**src/rtl/im_loader_pkg.sv**
```systemverilog
// Shared constants, FSM encoding and helpers for the instruction-memory loader.
package im_loader_pkg;

    localparam int IM_ADDR_W    = 5;
    localparam int IM_DATA_W    = 32;
    localparam int IM_MAX_WORDS = 32;

    typedef enum logic [1:0] {
        ST_IDLE  = 2'd0,
        ST_LOAD  = 2'd1,
        ST_WRITE = 2'd2,
        ST_DONE  = 2'd3
    } state_t;

    function automatic logic words_legal(input int unsigned n);
        return (n != 0) && (n <= IM_MAX_WORDS);
    endfunction

endpackage

```
**src/rtl/im_loader_if.sv**
```systemverilog
// Byte-stream input, instruction-memory write port and status lines of the loader.
interface im_loader_if
    import im_loader_pkg::*;
#(
    parameter int ADDR_W = IM_ADDR_W,
    parameter int DATA_W = IM_DATA_W
) ();

    logic              start;
    logic [ADDR_W:0]   num_words;
    logic [7:0]        in_byte;
    logic              in_valid;
    logic              in_ready;
    logic              we;
    logic [ADDR_W-1:0] waddr;
    logic [DATA_W-1:0] wdata;
    logic              cpu_stall;
    logic              done;
    logic              error;

    modport master (
        output start, num_words, in_byte, in_valid,
        input  in_ready, we, waddr, wdata, cpu_stall, done, error
    );

    modport slave (
        input  start, num_words, in_byte, in_valid,
        output in_ready, we, waddr, wdata, cpu_stall, done, error
    );

endinterface

```
**src/rtl/im_loader.sv**
```systemverilog
// Assembles a little-endian byte stream into instruction words and writes them
// to consecutive memory addresses while stalling the core.
module im_loader
    import im_loader_pkg::*;
#(
    parameter int ADDR_W = IM_ADDR_W,
    parameter int DATA_W = IM_DATA_W
) (
    input  logic        clk,
    input  logic        rst,
    im_loader_if.slave  bus
);

    localparam int LANES  = DATA_W / 8;
    localparam int LANE_W = $clog2(LANES);
    localparam logic [LANE_W-1:0] LAST_LANE = LANE_W'(LANES - 1);

    state_t            state_q, state_d;
    logic [ADDR_W:0]   word_cnt_q, word_cnt_d;
    logic [ADDR_W:0]   num_words_q, num_words_d;
    logic [LANE_W-1:0] byte_idx_q, byte_idx_d;
    logic [DATA_W-1:0] asm_q, asm_d;
    logic              in_ready_q, in_ready_d;
    logic              we_q, we_d;
    logic [ADDR_W-1:0] waddr_q, waddr_d;
    logic [DATA_W-1:0] wdata_q, wdata_d;
    logic              cpu_stall_q, cpu_stall_d;
    logic              done_q, done_d;
    logic              error_q, error_d;
    logic              xfer;

    // in_ready_q is high exactly while in LOAD, so it doubles as the state qualifier
    assign xfer = in_ready_q & bus.in_valid;

    always_comb begin
        state_d     = state_q;
        word_cnt_d  = word_cnt_q;
        num_words_d = num_words_q;
        byte_idx_d  = byte_idx_q;
        asm_d       = asm_q;
        waddr_d     = waddr_q;
        wdata_d     = wdata_q;
        we_d        = 1'b0;
        done_d      = 1'b0;
        error_d     = 1'b0;

        case (state_q)
            ST_IDLE: begin
                if (bus.start) begin
                    if (words_legal(32'(bus.num_words))) begin
                        state_d     = ST_LOAD;
                        num_words_d = bus.num_words;
                        word_cnt_d  = '0;
                        byte_idx_d  = '0;
                    end else begin
                        error_d = 1'b1;
                    end
                end
            end
            ST_LOAD: begin
                if (xfer) begin
                    asm_d[{byte_idx_q, 3'b000} +: 8] = bus.in_byte;
                    byte_idx_d = byte_idx_q + 1'b1;
                    if (byte_idx_q == LAST_LANE) begin
                        state_d = ST_WRITE;
                        we_d    = 1'b1;
                        waddr_d = word_cnt_q[ADDR_W-1:0];
                        wdata_d = asm_d;
                    end
                end
            end
            ST_WRITE: begin
                word_cnt_d = word_cnt_q + 1'b1;
                byte_idx_d = '0;
                if (word_cnt_d == num_words_q) begin
                    state_d = ST_DONE;
                    done_d  = 1'b1;
                end else begin
                    state_d = ST_LOAD;
                end
            end
            ST_DONE: begin
                state_d = ST_IDLE;
            end
            default: begin
                state_d = ST_IDLE;
            end
        endcase

        // Status outputs are registered from the next state so they line up with it
        in_ready_d  = (state_d == ST_LOAD);
        cpu_stall_d = (state_d != ST_IDLE);
    end

    always_ff @(posedge clk) begin
        if (rst) begin
            state_q     <= ST_IDLE;
            word_cnt_q  <= '0;
            num_words_q <= '0;
            byte_idx_q  <= '0;
            asm_q       <= '0;
            in_ready_q  <= 1'b0;
            we_q        <= 1'b0;
            waddr_q     <= '0;
            wdata_q     <= '0;
            cpu_stall_q <= 1'b0;
            done_q      <= 1'b0;
            error_q     <= 1'b0;
        end else begin
            state_q     <= state_d;
            word_cnt_q  <= word_cnt_d;
            num_words_q <= num_words_d;
            byte_idx_q  <= byte_idx_d;
            asm_q       <= asm_d;
            in_ready_q  <= in_ready_d;
            we_q        <= we_d;
            waddr_q     <= waddr_d;
            wdata_q     <= wdata_d;
            cpu_stall_q <= cpu_stall_d;
            done_q      <= done_d;
            error_q     <= error_d;
        end
    end

    assign bus.in_ready  = in_ready_q;
    assign bus.we        = we_q;
    assign bus.waddr     = waddr_q;
    assign bus.wdata     = wdata_q;
    assign bus.cpu_stall = cpu_stall_q;
    assign bus.done      = done_q;
    assign bus.error     = error_q;

endmodule

```
**src/flat_wrapper.sv**
```systemverilog
// flat-port wrapper written by rule: the top's interface ports become plain ports
module im_loader_flat import im_loader_pkg::*;
#(
    parameter int ADDR_W = IM_ADDR_W,
    parameter int DATA_W = IM_DATA_W
)
  (clk, rst, bus_start, bus_num_words, bus_in_byte, bus_in_valid, bus_in_ready, bus_we, bus_waddr, bus_wdata, bus_cpu_stall, bus_done, bus_error);
  im_loader_if #(.ADDR_W(ADDR_W), .DATA_W(DATA_W)) bus_i ();
  input  logic clk;
  input  logic rst;
  input wire logic [$bits(bus_i.start)-1:0] bus_start;
  input wire logic [$bits(bus_i.num_words)-1:0] bus_num_words;
  input wire logic [$bits(bus_i.in_byte)-1:0] bus_in_byte;
  input wire logic [$bits(bus_i.in_valid)-1:0] bus_in_valid;
  output wire logic [$bits(bus_i.in_ready)-1:0] bus_in_ready;
  output wire logic [$bits(bus_i.we)-1:0] bus_we;
  output wire logic [$bits(bus_i.waddr)-1:0] bus_waddr;
  output wire logic [$bits(bus_i.wdata)-1:0] bus_wdata;
  output wire logic [$bits(bus_i.cpu_stall)-1:0] bus_cpu_stall;
  output wire logic [$bits(bus_i.done)-1:0] bus_done;
  output wire logic [$bits(bus_i.error)-1:0] bus_error;
  assign bus_i.start = bus_start;
  assign bus_i.num_words = bus_num_words;
  assign bus_i.in_byte = bus_in_byte;
  assign bus_i.in_valid = bus_in_valid;
  assign bus_in_ready = bus_i.in_ready;
  assign bus_we = bus_i.we;
  assign bus_waddr = bus_i.waddr;
  assign bus_wdata = bus_i.wdata;
  assign bus_cpu_stall = bus_i.cpu_stall;
  assign bus_done = bus_i.done;
  assign bus_error = bus_i.error;
  im_loader #(.ADDR_W(ADDR_W), .DATA_W(DATA_W)) u_core (.clk(clk), .rst(rst), .bus(bus_i));
endmodule
```
**config.mk**
```make
export PLATFORM = sky130hd
export DESIGN_NAME = im_loader_flat
export DESIGN_NICKNAME = d
export VERILOG_FILES = /design/src/rtl/im_loader_pkg.sv /design/src/rtl/im_loader_if.sv /design/src/rtl/im_loader.sv /design/src/flat_wrapper.sv
export SDC_FILE = /design/constraint.sdc
export NUM_CORES = 1
export LEC_CHECK = 0
export BUFFER_PORTS_ARGS = -buffer_cell sky130_fd_sc_hd__buf_2
export CELL_PAD_IN_SITES_DETAIL_PLACEMENT = 0
export CELL_PAD_IN_SITES_GLOBAL_PLACEMENT = 1
export CORE_ASPECT_RATIO = 0.5
export CORE_MARGIN = 1
export CORE_UTILIZATION = 40
export CTS_BUF_LIST = sky130_fd_sc_hd__clkbuf_16
export CTS_CLUSTER_DIAMETER = 100
export DETAILED_ROUTE_END_ITERATION = 8
export GPL_TIMING_DRIVEN = 1
export MAX_ROUTING_LAYER = met4
export PLACE_DENSITY_LB_ADDON = 0.1
export SYNTH_ARGS = -nofsm -noshare
export SYNTH_HDL_FRONTEND = slang
export SYNTH_SLANG_ARGS = --single-unit
```
**constraint.sdc**
```tcl
create_clock -name clk -period 5.95 [get_ports clk]
set_input_delay 1.4875 -clock clk [delete_from_list [all_inputs] [get_ports clk]]
set_output_delay 1.4875 -clock clk [all_outputs]
set_load 0.01 [all_outputs]
```
# Word level (Yosys, flattened, before mapping)
# Index checks and enable logic that the tools add are counted.
[op_classes]
mul = 0
n_reduce_logical = 14
n_mux = 17
addsub = 3
n_div = 0
n_lt_le_gt_ge = 1
eq_ne = 9
n_shift = 2
n_bitwise = 6
[op_table]
columns = ["cell", "n"]
rows = [
  ["bitwise mux 32 bit", 1],
  ["variable shift 8 x 7 -> 32 bit (first input constant)", 1],
  ["indexed part select 8 x 7 -> 32 bit", 1],
  ["2-to-1 mux 2 bit", 8],
  ["2-to-1 mux 6 bit", 2],
  ["case mux 6 bit (2 select lines)", 1],
  ["AND reduction 3 bit", 3],
  ["case mux 2 bit (4 select lines)", 1],
  ["negator 5 -> 7 bit", 1],
  ["adder 6 x 1 -> 6 bit (second input constant)", 1],
  ["equality test 2 bit (second input constant)", 3],
  ["equality test 6 bit", 1],
  ["less-or-equal comparator 6 bit (second input constant)", 1],
  ["case mux 2 bit (3 select lines)", 1],
  ["nonzero test 6 bit", 1],
  ["OR reduction 3 bit", 2],
  ["inverter 1 bit", 5],
  ["equality test 2 x 1 -> 1 bit (second input constant)", 2],
  ["inequality test 2 x 1 -> 1 bit (second input constant)", 2],
  ["AND reduction 4 bit", 1],
  ["nonzero test 2 bit", 2],
  ["2-to-1 mux 1 bit", 3],
  ["nonzero test 3 bit", 1],
  ["adder 2 x 1 -> 2 bit (second input constant)", 1],
  ["6 further kinds", 6],
]
[totals]
memories = 0
mem_bits_rw = 0
in_bits = 18
ff_bits = 90
latch_bits = 0
romBits = 0

# Logic depth before layout (Yosys ltp)
[depth]
depth_word = 6
mapped_depth = 8
mapped_depth_nobuf = 7

# Worst setup path after synthesis
# No wires, ideal clock.
[synth_path]
path_kind = "input -> register"
start = "input port bus_num_words[0]"
end = "register u_core.num_words_q[1]"
n_path_buf = 1
t_arrival_ns = 2.670
path_stages = 6
path_slack_ns = 3.152
path_cell_list = "or3_4 > or3_1 > and3_1 > buf_6 > mux2i_1 > nor2_1"
[synth_via]
elab_chain_cells = 3
word_cells_on_any_way = 4
classes_between = "order compare (1); reduce/logical (3)"
[synth_rtl]
columns = ["item", "line", "rtl"]
rows = [
  ["start: declaration", "flat_wrapper.sv:12", "input wire logic [$bits(bus_i.num_words)-1:0] bus_num_words;"],
  ["less-or-equal comparator 6 bit or nonzero test 6 bit (tied branches)", "im_loader_pkg.sv:16", "return (n != 0) && (n <= IM_MAX_WORDS);"],
  ["logical AND 1 bit (*)", "im_loader_pkg.sv:16", ""],
  ["AND reduction 3 bit (no source line) (*)", "--", ""],
  ["end signal: assignment", "im_loader.sv:112", "num_words_q <= num_words_d;"],
  ["end: declaration", "im_loader.sv:20", "logic [ADDR_W:0] num_words_q, num_words_d;"],
]
# Mark *: on every way between the ends. The rest lies on a longest branch, timed or not.
# A chain may end at the register's enable or synchronous reset.

# Final worst setup path
[layout_path]
start = "input port bus_num_words[0]"
end = "register u_core.byte_idx_q[1]"
[layout_via]
elab_chain_cells = 4
word_cells_on_any_way = 5
classes_between = "order compare (1); eq/ne (1); reduce/logical (3)"
[layout_rtl]
columns = ["item", "line", "rtl"]
rows = [
  ["less-or-equal comparator 6 bit or nonzero test 6 bit (tied branches)", "im_loader_pkg.sv:16", ""],
  ["logical AND 1 bit (*)", "im_loader_pkg.sv:16", ""],
  ["inequality test 2 x 1 -> 1 bit (no source line) (*)", "--", ""],
  ["AND reduction 4 bit (no source line) (*)", "--", ""],
  ["end signal: assignment", "im_loader.sv:113", "byte_idx_q <= byte_idx_d;"],
  ["end: declaration", "im_loader.sv:21", "logic [LANE_W-1:0] byte_idx_q, byte_idx_d;"],
]
# Marked as above.

==> results.yml <==
route:
  num_vias: 3253
  wl_per_cell_um: 15.7
  drtIter0Drc: 157
  drt_wl_total_um: 9430
  drt_pass1_iterations: 5
  drc: 0
  drt-vias-per-instance: 5.41
  ant_nets: 0
timing:
  timing.final.ws_setup_ns: 3.24
  tns_ns: 0
  holdWs_ns: 0.453
  relSlewSlack_pct: 55.1
  clock_skew_ns: 0.00544
  max_clock_freq_ghz: 0.368
  post-route-min-period_ns: 2.71
  fin_crit_sh_pct: 45.6
  rsz0062_at_grt: "no"
  maxSlewViolCount: 0
  tightest_slew_ns: 0.674
  hold_viol_final: 0
  setup_viol: 0
placement:
  hpwlAfterDp_um: 6280
  place_area_um2: 4160
  place_ws_ns: 2.91
  portBuffers: 59
  dp.cells: 585
  place_congestion: 0.807
outcome:
  run_status: "finished clean"
layout:
  syn_to_final_growth_pct: 14.1
  final_area_um2: 4440
  fin_util_pct: 47.0
  antenna_cells: 0
  fillers: 933
  layout.nets: 486
  drive_gt1_share_pct: 20.8
  seqCellArea_um2: 1800
  final_cells: 601
  multiInputGateArea_um2: 1810
worst_setup_path:
  required_ns: 6.21
  crit_buf_inv: 1
  path_class: "input pin to register"
  slowest_delay_ns: 0.58
  worstPathArrival_ns: 2.98
  crit_slowest_cell: "o41ai_4"
  crit_fanout: 8
  end_kind: "register"
  ff2ff_setup_slack_ns: 3.44
  crit_chain: "buf_2, nor3_1, nor2_1, o41ai_4, nand3_1, a21oi_1"
  critPathLaunchType: "input pin"
  crit_family: "compound AO/OA/AOI/OAI gates"
synth:
  syn-num-nets: 448
  async_flop_share_pct: 0
  synth_cell_type_count: 48
  synth_largest_area_cell: "dfxtp_1"
  synth_area_um2: 3890
  syn_inst: 423
  synth_seq_area_share_pct: 46.3
  ys_ff_latch: 90
  netlist_top_cells_area: "dfxtp_1 (46%), nor2_1 (8.5%), a221oi_1 (7.2%)"
  yosys_warnings: 0
  synth_area_per_cell_um2: 9.19
  synth_common_cells: "dfxtp_1 (90), nor2_1 (88), nor3_1 (37)"
  synth_most_common_cell: "dfxtp_1"
  yosysTopAreaCellShare_pct: 46.3
  synth_edf_count: 0
  synthFlopType: "dfxtp_1"
clocking:
  clockRootBuffer: "clkbuf_16"
  cts_tree: "done"
  htreeDepth: 3
  path_clk_slew_ns: 0.06
  post_cts_resized: 0
  cts_buffers: 9
  clkSinkCount: 90
  cts_setup_buffers: 0
  insertion_delay_ns: 0.34
  ctsHoldBuffers: 0
  clock_path_buffers: 2
global_routing:
  track_usage_pct: 19.8
  grt_pass1_vias: 2918
  grt_pass1_wl_um: 14900
  antenna_found_initial: 0
  grt_max_degree: 67
  grt_overflow: 0
pwr:
  total_power_mw: 1.18
  ir_worst_vdd_uv: 138
  p_per_area_nw_per_um2: 266
  leakagePower_nw: 1.73
die:
  std_cell_rows: 25
  die_y_um: 71.7
  core_area_um2: 9450
  die_area_um2: 10100
  initial_core_util_pct: 41.2
  die_w_um: 141
  io_pins: 60
min_path:
  hold_path_class: "register to register"
job:
  drv_cap: 0
## routing by layer
| layer | vias up | wire (um) | global-route usage (%) |
|---|---|---|---|
| li1 | 1605 | - | - |
| met1 | 1557 | 4350 | 25.1 |
| met2 | 83 | 4540 | 31.5 |
| met3 | 8 | 471 | 5.35 |
| met4 | 0 | 69 | 4.78 |
| met5 | - | 0 | - |
## worst min-delay path: stages (launching register included)
cell     delay (ns)
dfxtp_1        0.31
nand2_1        0.05
a21oi_1        0.05
## flip-flops by register name (all words and copies together) (netlist names)
signal,count
u_core.bus.waddr,5
u_core.bus.cpu_stall,1
u_core.bus.error,1
u_core.state_q,2
u_core.bus.done,1
u_core.byte_idx_q,2
u_core.word_cnt_q,6
u_core.bus.in_ready,1
u_core.asm_q,32
u_core.bus.wdata,32
u_core.bus.we,1
u_core.num_words_q,6
## layout by cell type, fill, tap and decap left out, types with 2 or more instances in the layout
| cell type | netlist | layout |
|---|---|---|
| dfxtp_1 | 90 | 90 |
| nor2_1 | 88 | 88 |
| buf_2 | 9 | 59 |
| nor3_1 | 37 | 37 |
| a22oi_1 | 36 | 36 |
| a221oi_1 | 32 | 32 |
| nand2_1 | 18 | 18 |
| a21oi_1 | 12 | 12 |
| clkbuf_16 | 0 | 9 |
| nand3_1 | 7 | 7 |
| ha_1 | 7 | 7 |
| xnor2_1 | 6 | 6 |
| and2_1 | 5 | 5 |
| mux2i_1 | 5 | 5 |
| inv_2 | 4 | 4 |
| inv_1 | 3 | 3 |
| nor4b_4 | 3 | 3 |
| buf_4 | 1 | 3 |
| nand2b_1 | 2 | 2 |
| nand2_2 | 2 | 2 |
| or3_1 | 2 | 2 |
| o21ai_0 | 2 | 2 |
| nor3b_1 | 2 | 2 |
| xor2_1 | 2 | 2 |
| nand4_1 | 2 | 2 |
| and3_1 | 2 | 2 |
| mux2_2 | 2 | 2 |
| clkinv_4 | 0 | 2 |
| clkinv_2 | 0 | 2 |
| clkinvlp_4 | 0 | 2 |
## path summary, 6_finish.rpt
path	from	to	depth (start not counted)
worst max-delay path	bus_num_words[0]	u_core.byte_idx_q[1]	6
worst min-delay path	u_core.bus.waddr[1]	u_core.bus.waddr[1]	2
worst max register to register	u_core.byte_idx_q[0]	u_core.asm_q[18]	6
worst min register to register	u_core.bus.waddr[1]	u_core.bus.waddr[1]	2
## where the power goes
| part | switching [mW] | total, mW | internal [mW] |
|---|---|---|---|
| registers | 0.00451 | 0.611 | 0.607 |
| logic | 0.0371 | 0.0539 | 0.0168 |
| clock network | 0.233 | 0.515 | 0.281 |
| total | 0.275 | 1.18 | 0.905 |
## layout make-up
cell class / count / area share, %
clock buffers: 9 / 5.08
repair buffers: 62 / 7.17
well taps: 135 / 3.81
inverters: 9 / 1.41
clock inverters: 7 / 1.04
flip-flops and latches: 90 / 40.6
multi-input cells: 289 / 40.9
## cells by family (layout without fill, tap and decap cells)
kind of cell | Yosys count | in the layout | synth area share, %
compound gates | 91 | 91 | 18.2
xor+xnor | 8 | 8 | 1.80
fa+ha+maj | 7 | 7 | 2.25
buf+inv | 44 | 87 | 7.21
flops | 90 | 90 | 46.3
mux | 7 | 7 | 1.87
simple gates | 176 | 176 | 22.3
Power figures use the tool's default switching activity.
